<file path="config.mk">
export PLATFORM = sky130hd
export DESIGN_NAME = inv_rotate_top
export DESIGN_NICKNAME = d
export VERILOG_FILES = /design/src/rtl/inv_rotate_top.sv
export SDC_FILE = /design/constraint.sdc
export NUM_CORES = 2
export LEC_CHECK = 0
export CAP_MARGIN = 20
export CELL_PAD_IN_SITES_DETAIL_PLACEMENT = 1
export CELL_PAD_IN_SITES_GLOBAL_PLACEMENT = 1
export CORE_MARGIN = 2
export CORE_UTILIZATION = 30
export DETAILED_ROUTE_END_ITERATION = 7
export PLACE_DENSITY = 0.59
export SLEW_MARGIN = 20
export SYNTH_ARGS = -nofsm -noshare
export SYNTH_HDL_FRONTEND = slang
export SYNTH_SLANG_ARGS = --single-unit
</file>
<file path="constraint.sdc">
create_clock -name clk -period 5.3 [get_ports clk]
set_input_delay 1.06 -clock clk [delete_from_list [all_inputs] [get_ports clk]]
set_output_delay 1.06 -clock clk [all_outputs]
set_load 0.03 [all_outputs]
</file>
<file path="src/rtl/inv_rotate_top.sv">
// inv_rotate_top: undoes the per-lane rotation of a 64x25 slice state.
// Loads 64 slices from memory, then writes each de-rotated slice back.
//   clk, rst          : clock, async active-high reset
//   inv_rotate_en     : start request (level, sampled in IDLE)
//   line_in[24:0]     : read data for slice cnt_value (same cycle)
//   cnt_value[5:0]    : read address in LOAD, write index in WRITE
//   write_enable      : one-cycle pulse per output slice
//   write_value[24:0] : de-rotated slice for cnt_value
//   done              : one-cycle completion pulse
module inv_rotate_top (
  input  logic        clk,
  input  logic        rst,
  input  logic        inv_rotate_en,
  input  logic [24:0] line_in,
  output logic [5:0]  cnt_value,
  output logic        write_enable,
  output logic [24:0] write_value,
  output logic        done
);

  typedef enum logic [2:0] {
    S_IDLE,
    S_LOAD,
    S_WRITE,
    S_DONE,
    S_WAIT_LOW
  } state_t;

  localparam logic [5:0] ROT [25] = '{
    6'd0,  6'd1,  6'd62, 6'd28, 6'd27,
    6'd36, 6'd44, 6'd6,  6'd55, 6'd20,
    6'd3,  6'd10, 6'd43, 6'd25, 6'd39,
    6'd41, 6'd45, 6'd15, 6'd21, 6'd8,
    6'd18, 6'd2,  6'd61, 6'd56, 6'd14
  };

  state_t      r_state;
  logic [5:0]  r_cnt;
  logic        r_ph;
  logic        r_we;
  logic [24:0] r_wv;
  logic        r_done;
  logic [24:0] r_buf [64];

  logic [5:0]  w_zn;
  logic [24:0] w_derot;

  // Slice about to be presented: 0 when leaving LOAD, else cnt+1.
  // Leaving LOAD, slot 63 is still being written, but slice 0
  // never reads it (no offset equals 63).
  always_comb begin
    w_zn    = (r_state == S_WRITE) ? r_cnt + 6'd1 : 6'd0;
    w_derot = '0;
    for (int k = 0; k < 25; k++) begin
      w_derot[k] = r_buf[6'(w_zn + ROT[k])][k];
    end
  end

  // Buffer is not reset; every run reloads all 64 slots.
  always_ff @(posedge clk) begin
    if (r_state == S_LOAD) begin
      r_buf[r_cnt] <= line_in;
    end
  end

  always_ff @(posedge clk or posedge rst) begin
    if (rst) begin
      r_state <= S_IDLE;
      r_cnt   <= '0;
      r_ph    <= 1'b0;
      r_we    <= 1'b0;
      r_wv    <= '0;
      r_done  <= 1'b0;
    end else begin
      case (r_state)
        S_IDLE: begin
          r_cnt  <= '0;
          r_we   <= 1'b0;
          r_wv   <= '0;
          r_done <= 1'b0;
          if (inv_rotate_en) begin
            r_state <= S_LOAD;
          end
        end
        S_LOAD: begin
          r_cnt <= r_cnt + 6'd1;
          if (r_cnt == 6'd63) begin
            r_state <= S_WRITE;
            r_ph    <= 1'b0;
            r_we    <= 1'b1;
            r_wv    <= w_derot;
          end
        end
        S_WRITE: begin
          if (!r_ph) begin
            r_ph <= 1'b1;
            r_we <= 1'b0;
          end else if (r_cnt == 6'd63) begin
            r_state <= S_DONE;
            r_cnt   <= '0;
            r_wv    <= '0;
            r_done  <= 1'b1;
          end else begin
            r_cnt <= r_cnt + 6'd1;
            r_ph  <= 1'b0;
            r_we  <= 1'b1;
            r_wv  <= w_derot;
          end
        end
        S_DONE: begin
          r_done  <= 1'b0;
          r_state <= S_WAIT_LOW;
        end
        S_WAIT_LOW: begin
          if (!inv_rotate_en) begin
            r_state <= S_IDLE;
          end
        end
        default: begin
          r_state <= S_IDLE;
          r_cnt   <= '0;
          r_we    <= 1'b0;
          r_wv    <= '0;
          r_done  <= 1'b0;
        end
      endcase
    end
  end

  assign cnt_value    = r_cnt;
  assign write_enable = r_we;
  assign write_value  = r_wv;
  assign done         = r_done;

endmodule

</file>
## After elaboration in Yosys (flattened, before gate mapping)

Memories as Yosys holds them, arrays and structs flattened.
Cells that the tools add are included.
W data, S select, Z words.

| operators by class | value |
|---|---|
| bitwise operators | 2 |
| multiplexer cells | 26 |
| add/sub/neg operators | 25 |
| eq/ne operators | 11 |
| reductions and logical operators | 10 |

Operators with widths:

| cell | count |
|---|---|
| $mux W25 | 3 |
| $pmux W25 S3 | 1 |
| $add A6 B6 Y6 const B | 10 |
| $add A6 B5 Y6 const B | 6 |
| $add A6 B4 Y6 const B | 4 |
| $mux W6 | 3 |
| $pmux W6 S3 | 1 |
| $mux W3 | 5 |
| $pmux W3 S5 | 1 |
| $add A6 B1 Y6 const B | 2 |
| $add A6 B2 Y6 const B | 2 |
| $mux W1 | 9 |
| $reduce_and A3 Y1 | 3 |
| $add A6 B3 Y6 const B | 1 |
| $eq A3 B2 Y1 const B | 2 |
| $eq A6 B6 Y1 const B | 1 |
| $ne A2 B2 Y1 const B | 3 |
| $reduce_and A5 Y1 | 1 |
| $ne A2 B1 Y1 const B | 2 |
| $pmux W1 S2 | 2 |
| $reduce_and A2 Y1 | 2 |
| $reduce_or A2 Y1 | 2 |
| $eq A3 B1 Y1 const B | 1 |
| $eq A3 B3 Y1 const B | 1 |
| 5 further kinds | 6 |

| word-level totals | value |
|---|---|
| bits in registers | 37 |
| logic and storage cells | 81 |
| output and inout port bits | 33 |
| memory bits (writable) | 1600 |
| memories | 1 |
| input bits | 28 |

Memories:

| name | depth | bits a word | read ports | clocked after Yosys merged registers in | wr ports | line | text |
|---|---|---|---|---|---|---|---|
| r_buf | 64 | 25 | 25 | 0 | 1 | 43 | `logic [24:0] r_buf [64];` |

## Depth between registers and ports, before layout

An unclocked memory read counts as a cell.

| logic depth | value |
|---|---|
| word-level depth | 7 |
| depth in mapped cells | 18 |
| depth with buffers taken out | 11 |

## Worst setup path after synthesis

No wires, ideal clock.

| timing path | value |
|---|---|
| kind | register to register |
| from | reg r_cnt[0], in the netlist cnt_value[0] |
| to | reg r_wv[12], in the netlist write_value[12] |
| library setup time | 0.137 ns |
| arrival time | 4.259 ns |
| data required time | 5.163 ns |
| cell stages (with the launch flop) | 16 |
| path slack | 0.904 ns |
| buffers on the path | 7 |
| cells stage by stage | dfrtp_1 -> ha_1 -> nor4bb_1 -> buf_2 -> inv_2 -> clkbuf_1 -> clkbuf_1 -> clkbuf_1 -> ha_1 -> clkbuf_1 -> xor2_1 -> clkbuf_1 -> clkbuf_1 -> a21oi_1 -> a2111oi_0 -> nor3_1 |

| between the ends | value |
|---|---|
| word-level cells in the longest chain between the ends | 7 |
| elaborated cells between the ends (all ways) | 11 |
| those cells by class | add/sub (2); eq/ne (2); mux (5); reduce/logical (1); memory (1) |

Ends and longest elaborated chain:

| item | line | text |
|---|---|---|
| from (decl) | 38 | `logic [5:0] r_cnt;` |
| from (signal assigned) | 86 | `r_cnt <= r_cnt + 6'd1;` |
| from (signal assigned) | 104 | `r_cnt <= r_cnt + 6'd1;` |
| $add A6 B1 Y6 | 52 | `w_zn = (r_state == S_WRITE) ? r_cnt + 6'd1 : 6'd0;` |
| $mux W6 | 52 |  |
| $add A6 B6 Y6 | 55 | `w_derot[k] = r_buf[6'(w_zn + ROT[k])][k];` |
| $mem_v2 Z64 W25 | n/a |  |
| $mux W25 | 98 | `end else if (r_cnt == 6'd63) begin` |
| $mux W25 | 95 | `if (!r_ph) begin` |
| $pmux W25 S3 | 75 | `case (r_state)` |
| to (signal assigned) | 91 | `r_wv <= w_derot;` |
| to (signal assigned) | 107 | `r_wv <= w_derot;` |
| to (decl) | 41 | `logic [24:0] r_wv;` |

Several ways; a longest one is shown, not always the timed one. The select of a mux whose other input is x is not followed.
A chain may end at the register's enable or synchronous reset.

## Worst setup path after layout

| timing path | value |
|---|---|
| from | reg r_cnt[1], in the netlist cnt_value[1] |
| to | reg r_wv[24], in the netlist write_value[24] |

| between the ends | value |
|---|---|
| word-level cells in the longest chain between the ends | 7 |
| elaborated cells between the ends (all ways) | 11 |
| those cells by class | add/sub (2); eq/ne (2); mux (5); reduce/logical (1); memory (1) |

Ends and longest elaborated chain:

| item | line |
|---|---|
| $add A6 B1 Y6 | 52 |
| $mux W6 | 52 |
| $add A6 B4 Y6 | 55 |
| $mem_v2 Z64 W25 | n/a |
| $mux W25 | 98 |
| $mux W25 | 95 |
| $pmux W25 S3 | 75 |

Several ways; a longest one is shown, not always the timed one. The select of a mux whose other input is x is not followed.

==> key figures <==
Run status
  – Status: finished clean

Setup path
  – Worst path required time: 6.00 ns
  – Worst r2r dst: write_value[24]
  – RR Startpoint: cnt_value[1]
  – Crit-path max FO: 18
  – Reg2Reg Depth: 11
  – Worst Path Class, Setup: reg2reg
  – Startpoint types: flop
  – R2r setup slk: 0.76 ns
  – Crit end category: flop
  – Crit path DAT: 5.24 ns

STA
  – Final Critical Period: 4.54 ns
  – Hold slack: 0.584 ns
  – Clock Skew: approximately 0.028 ns
  – Worst-Margin Slew: 1.12 ns
  – # setup viols final: 0
  – Final Hold Fails: 0
  – Fin. max-slew vios: 0
  – FMAX: 220 MHz
  – Total negative slack: 0 ns
  – Max_slew headroom: between 20% and 30%
  – Final period utilization: 85.7%
  – RSZ-0062 raised after global routing: no

Drt
  – Initial drt markers: 4895
  – Number of vias per cell: roughly 5.6
  – Drt total wl: 238000 microns
  – Antenna Nets Post-Route: 0
  – Pre-antenna DRT Iters: 5
  – Drc violations: 0
  – Avg WL per Cell: between 30 and 40 microns
  – Vias: a little over 40k

Clock network
  – Post-CTS Resized: 0
  – H-tree depth: 4
  – Clock Tree Root: clkbuf_16
  – Clock Latency Late Sink: 0.83 ns
  – Hold buffers post-CTS: 0
  – CTS buffer count: around 170
  – CTS tree: done
  – Sink Count: 1637
  – Clk slew on worst S/H paths: 0.06 ns
  – Clock tree buffer depth: 3
  – Number of post-CTS setup repair buffers: 0

Global routing
  – First-pass GRT wire length: approximately 330000 microns
  – GRT overflow: 0
  – Total GRT Usage: 21.0%
  – GRT Max-Usage Layer: met2
  – Grt met2 use: 33.5%
  – Initial antenna violation count: 5
  – Largest net degree at the start of global routing: roughly 160
  – Grt met3 use: 3.61%
  – Met1 Usage GRT: ~28%
  – Number of global-route vias before repair: around 40k

Layout
  – Leading cell types in the layout, fill and taps excluded: 1600 x edfxtp_1, 558 x nand2_1, 180 x buf_4
  – Final core utilization: 35.2%
  – Register Area: a little under 0.05 sq mm
  – Most common cell after layout, fill and taps aside: edfxtp_1
  – Fin cells: 7221
  – Synthesis-to-finish area growth: 16.8%
  – Final nets: 4260
  – Area of the multi-input gates: 0.0158 sq mm
  – Fillers: 21.9k
  – Layout cells sized above 1: between 10% and 20%

Min path
  – Hold Path Sink: write_value[7]
  – Hold Path Depth: 2
  – Worst hold path class: reg2reg
  – Min-delay src: write_value[7]

Power
  – Max rail drop VDD: about 0.35 mV
  – Leakage: 0.0239 uW
  – Power per cell area: approximately 430 mW/mm^2
  – Total Power: 32900 uW

Place
  – Dpl cells: 6908
  – IO buf count: 60
  – HPWL after DPL: 141000 microns
  – RD Place Congestion: 0.871

Logic synthesis
  – Top cell type by total area after synthesis: edfxtp_1
  – Syn nets: 4093
  – Number of enable flip-flop cells after synthesis: 1600
  – Mapped Cells: 4063
  – Post-synth top area share: 73.6%
  – Primary FF master, synth: edfxtp_1
  – Cell variety after synth: 83
  – Async SR Flop Fraction: under 10%
  – Post-Syn Area: 0.0653 sq mm
  – Synth Area per Inst: ~16 sq um
  – Sequential share of the synthesized area: 75.0%
  – Warnings from Yosys: 0
  – Post-synthesis register bit count: 1637
  – Synth area leaders: edfxtp_1 74%, mux4_2 4.9%, nand2_1 3.2%, mux2i_1 1.9%, a211oi_1 1.8%

Floorplanning
  – Die H: around 470 microns
  – Boundary Pins: 61
  – Row count: approximately 170
  – Die width: 471 microns
  – CORE AREA: ~0.22 sq mm
  – Initial core utilization: between 30 and 40%
  – DIE AREA: 0.221 sq mm

Job
  – Maxcap violations: 0
[layout make-up]
cell class,count,area share (%)
Antenna cell,1,0.00328
Clock buffer,215,5.89
Clock inverter,94,1.13
Inverter,8,0.0623
Multi-Input combinational cell,2148,20.7
Sequential cell,1637,64.2
Tap cell,2854,4.68
Timing Repair Buffer,264,3.37
[worst max-delay path: stages, from the launching register on]
cell	delay, ns
dfrtp_1	0.58
ha_1	0.69
nor2b_1	0.27
xnor2_1	0.17
a221o_2	0.51
nor2_4	0.56
buf_4	0.41
mux2i_1	0.24
o221ai_1	0.17
nor4_1	0.51
or3_1	0.19
a32oi_1	0.05
[cell families after synthesis]
| group | Yosys count | synth area share [%] |
|---|---|---|
| adders and majority gates | 2 | 0.0383 |
| xor gates and xnor gates | 38 | 0.533 |
| AOI/OAI and AO/OA | 776 | 8.25 |
| buffers and inverters | 278 | 1.85 |
| and+or+nand+nor | 1051 | 7.25 |
| DFF | 1637 | 75.0 |
| muxes | 281 | 7.07 |
[power breakdown]
part           leakage, uW  switching (uW)  internal [uW]
Sequential          0.0149             406          15200
Clock              0.00261            5160           6610
Combinational      0.00636            4090           1440
[routing by layer]
layer | share of wire (%) | vias up
met3 | 6.9 | 429
li1 | - | 16455
met2 | 47 | 1723
met4 | 4.6 | 2
met5 | 0.0029 | -
met1 | 42 | 21690
[registers in the layout, summed over array words and instances (netlist names)]
name	flops
done	1
r_state	3
r_ph	1
write_value	25
r_buf	1600
cnt_value	6
write_enable	1
[worst max path at each step]
| stage | startpoint | to | slack (ns) | depth (start not counted) |
|---|---|---|---|---|
| detailed placement | cnt_value[1] | write_value[2] | 0.94 | 10 |
| global placement | cnt_value[1] | write_value[2] | 1.00 | 10 |
| global route | cnt_value[1] | write_value[2] | 0.50 | 10 |
| floorplan | cnt_value[0] | write_value[12] | 0.90 | 15 |
| CTS | cnt_value[1] | write_value[2] | 0.93 | 10 |
| finish | cnt_value[1] | write_value[24] | 0.76 | 11 |
[Yosys cell counts, types with 5 or more instances]
| cell | instances |
|---|---|
| nor2_1 | 148 |
| a31oi_1 | 160 |
| o221ai_1 | 26 |
| nand3_1 | 65 |
| buf_2 | 73 |
| a211oi_1 | 159 |
| nor2b_1 | 76 |
| clkbuf_1 | 158 |
| nand2_1 | 559 |
| inv_1 | 5 |
| o211ai_1 | 23 |
| edfxtp_1 | 1600 |
| buf_4 | 16 |
| mux2i_1 | 126 |
| a22o_1 | 10 |
| a221oi_1 | 11 |
| o22ai_1 | 121 |
| nand4_1 | 8 |
| mux2_2 | 11 |
| xor2_1 | 6 |
| a21oi_1 | 81 |
| nor4_1 | 9 |
| o21ai_0 | 45 |
| and2_1 | 68 |
| o31ai_1 | 8 |
| a2111oi_0 | 8 |
| nand2b_1 | 13 |
| xnor2_1 | 30 |
| dfrtp_1 | 37 |
| and4_1 | 5 |
| or3_1 | 12 |
| a32o_1 | 5 |
| o22a_1 | 10 |
| mux4_2 | 142 |
| nand3b_1 | 5 |
| a311oi_1 | 58 |
| a211o_1 | 13 |
| buf_1 | 21 |
| nor3_1 | 57 |
[stage by stage]
stage	worst slack, ns	area [sq um]
2_1_floorplan	0.904	65300
3_3_place_gp	1.00	70800
3_5_place_dp	0.936	70800
4_1_cts	0.927	76200
5_1_grt	0.495	76300
6_report	0.759	76300
Power figures use the tool's default switching activity.
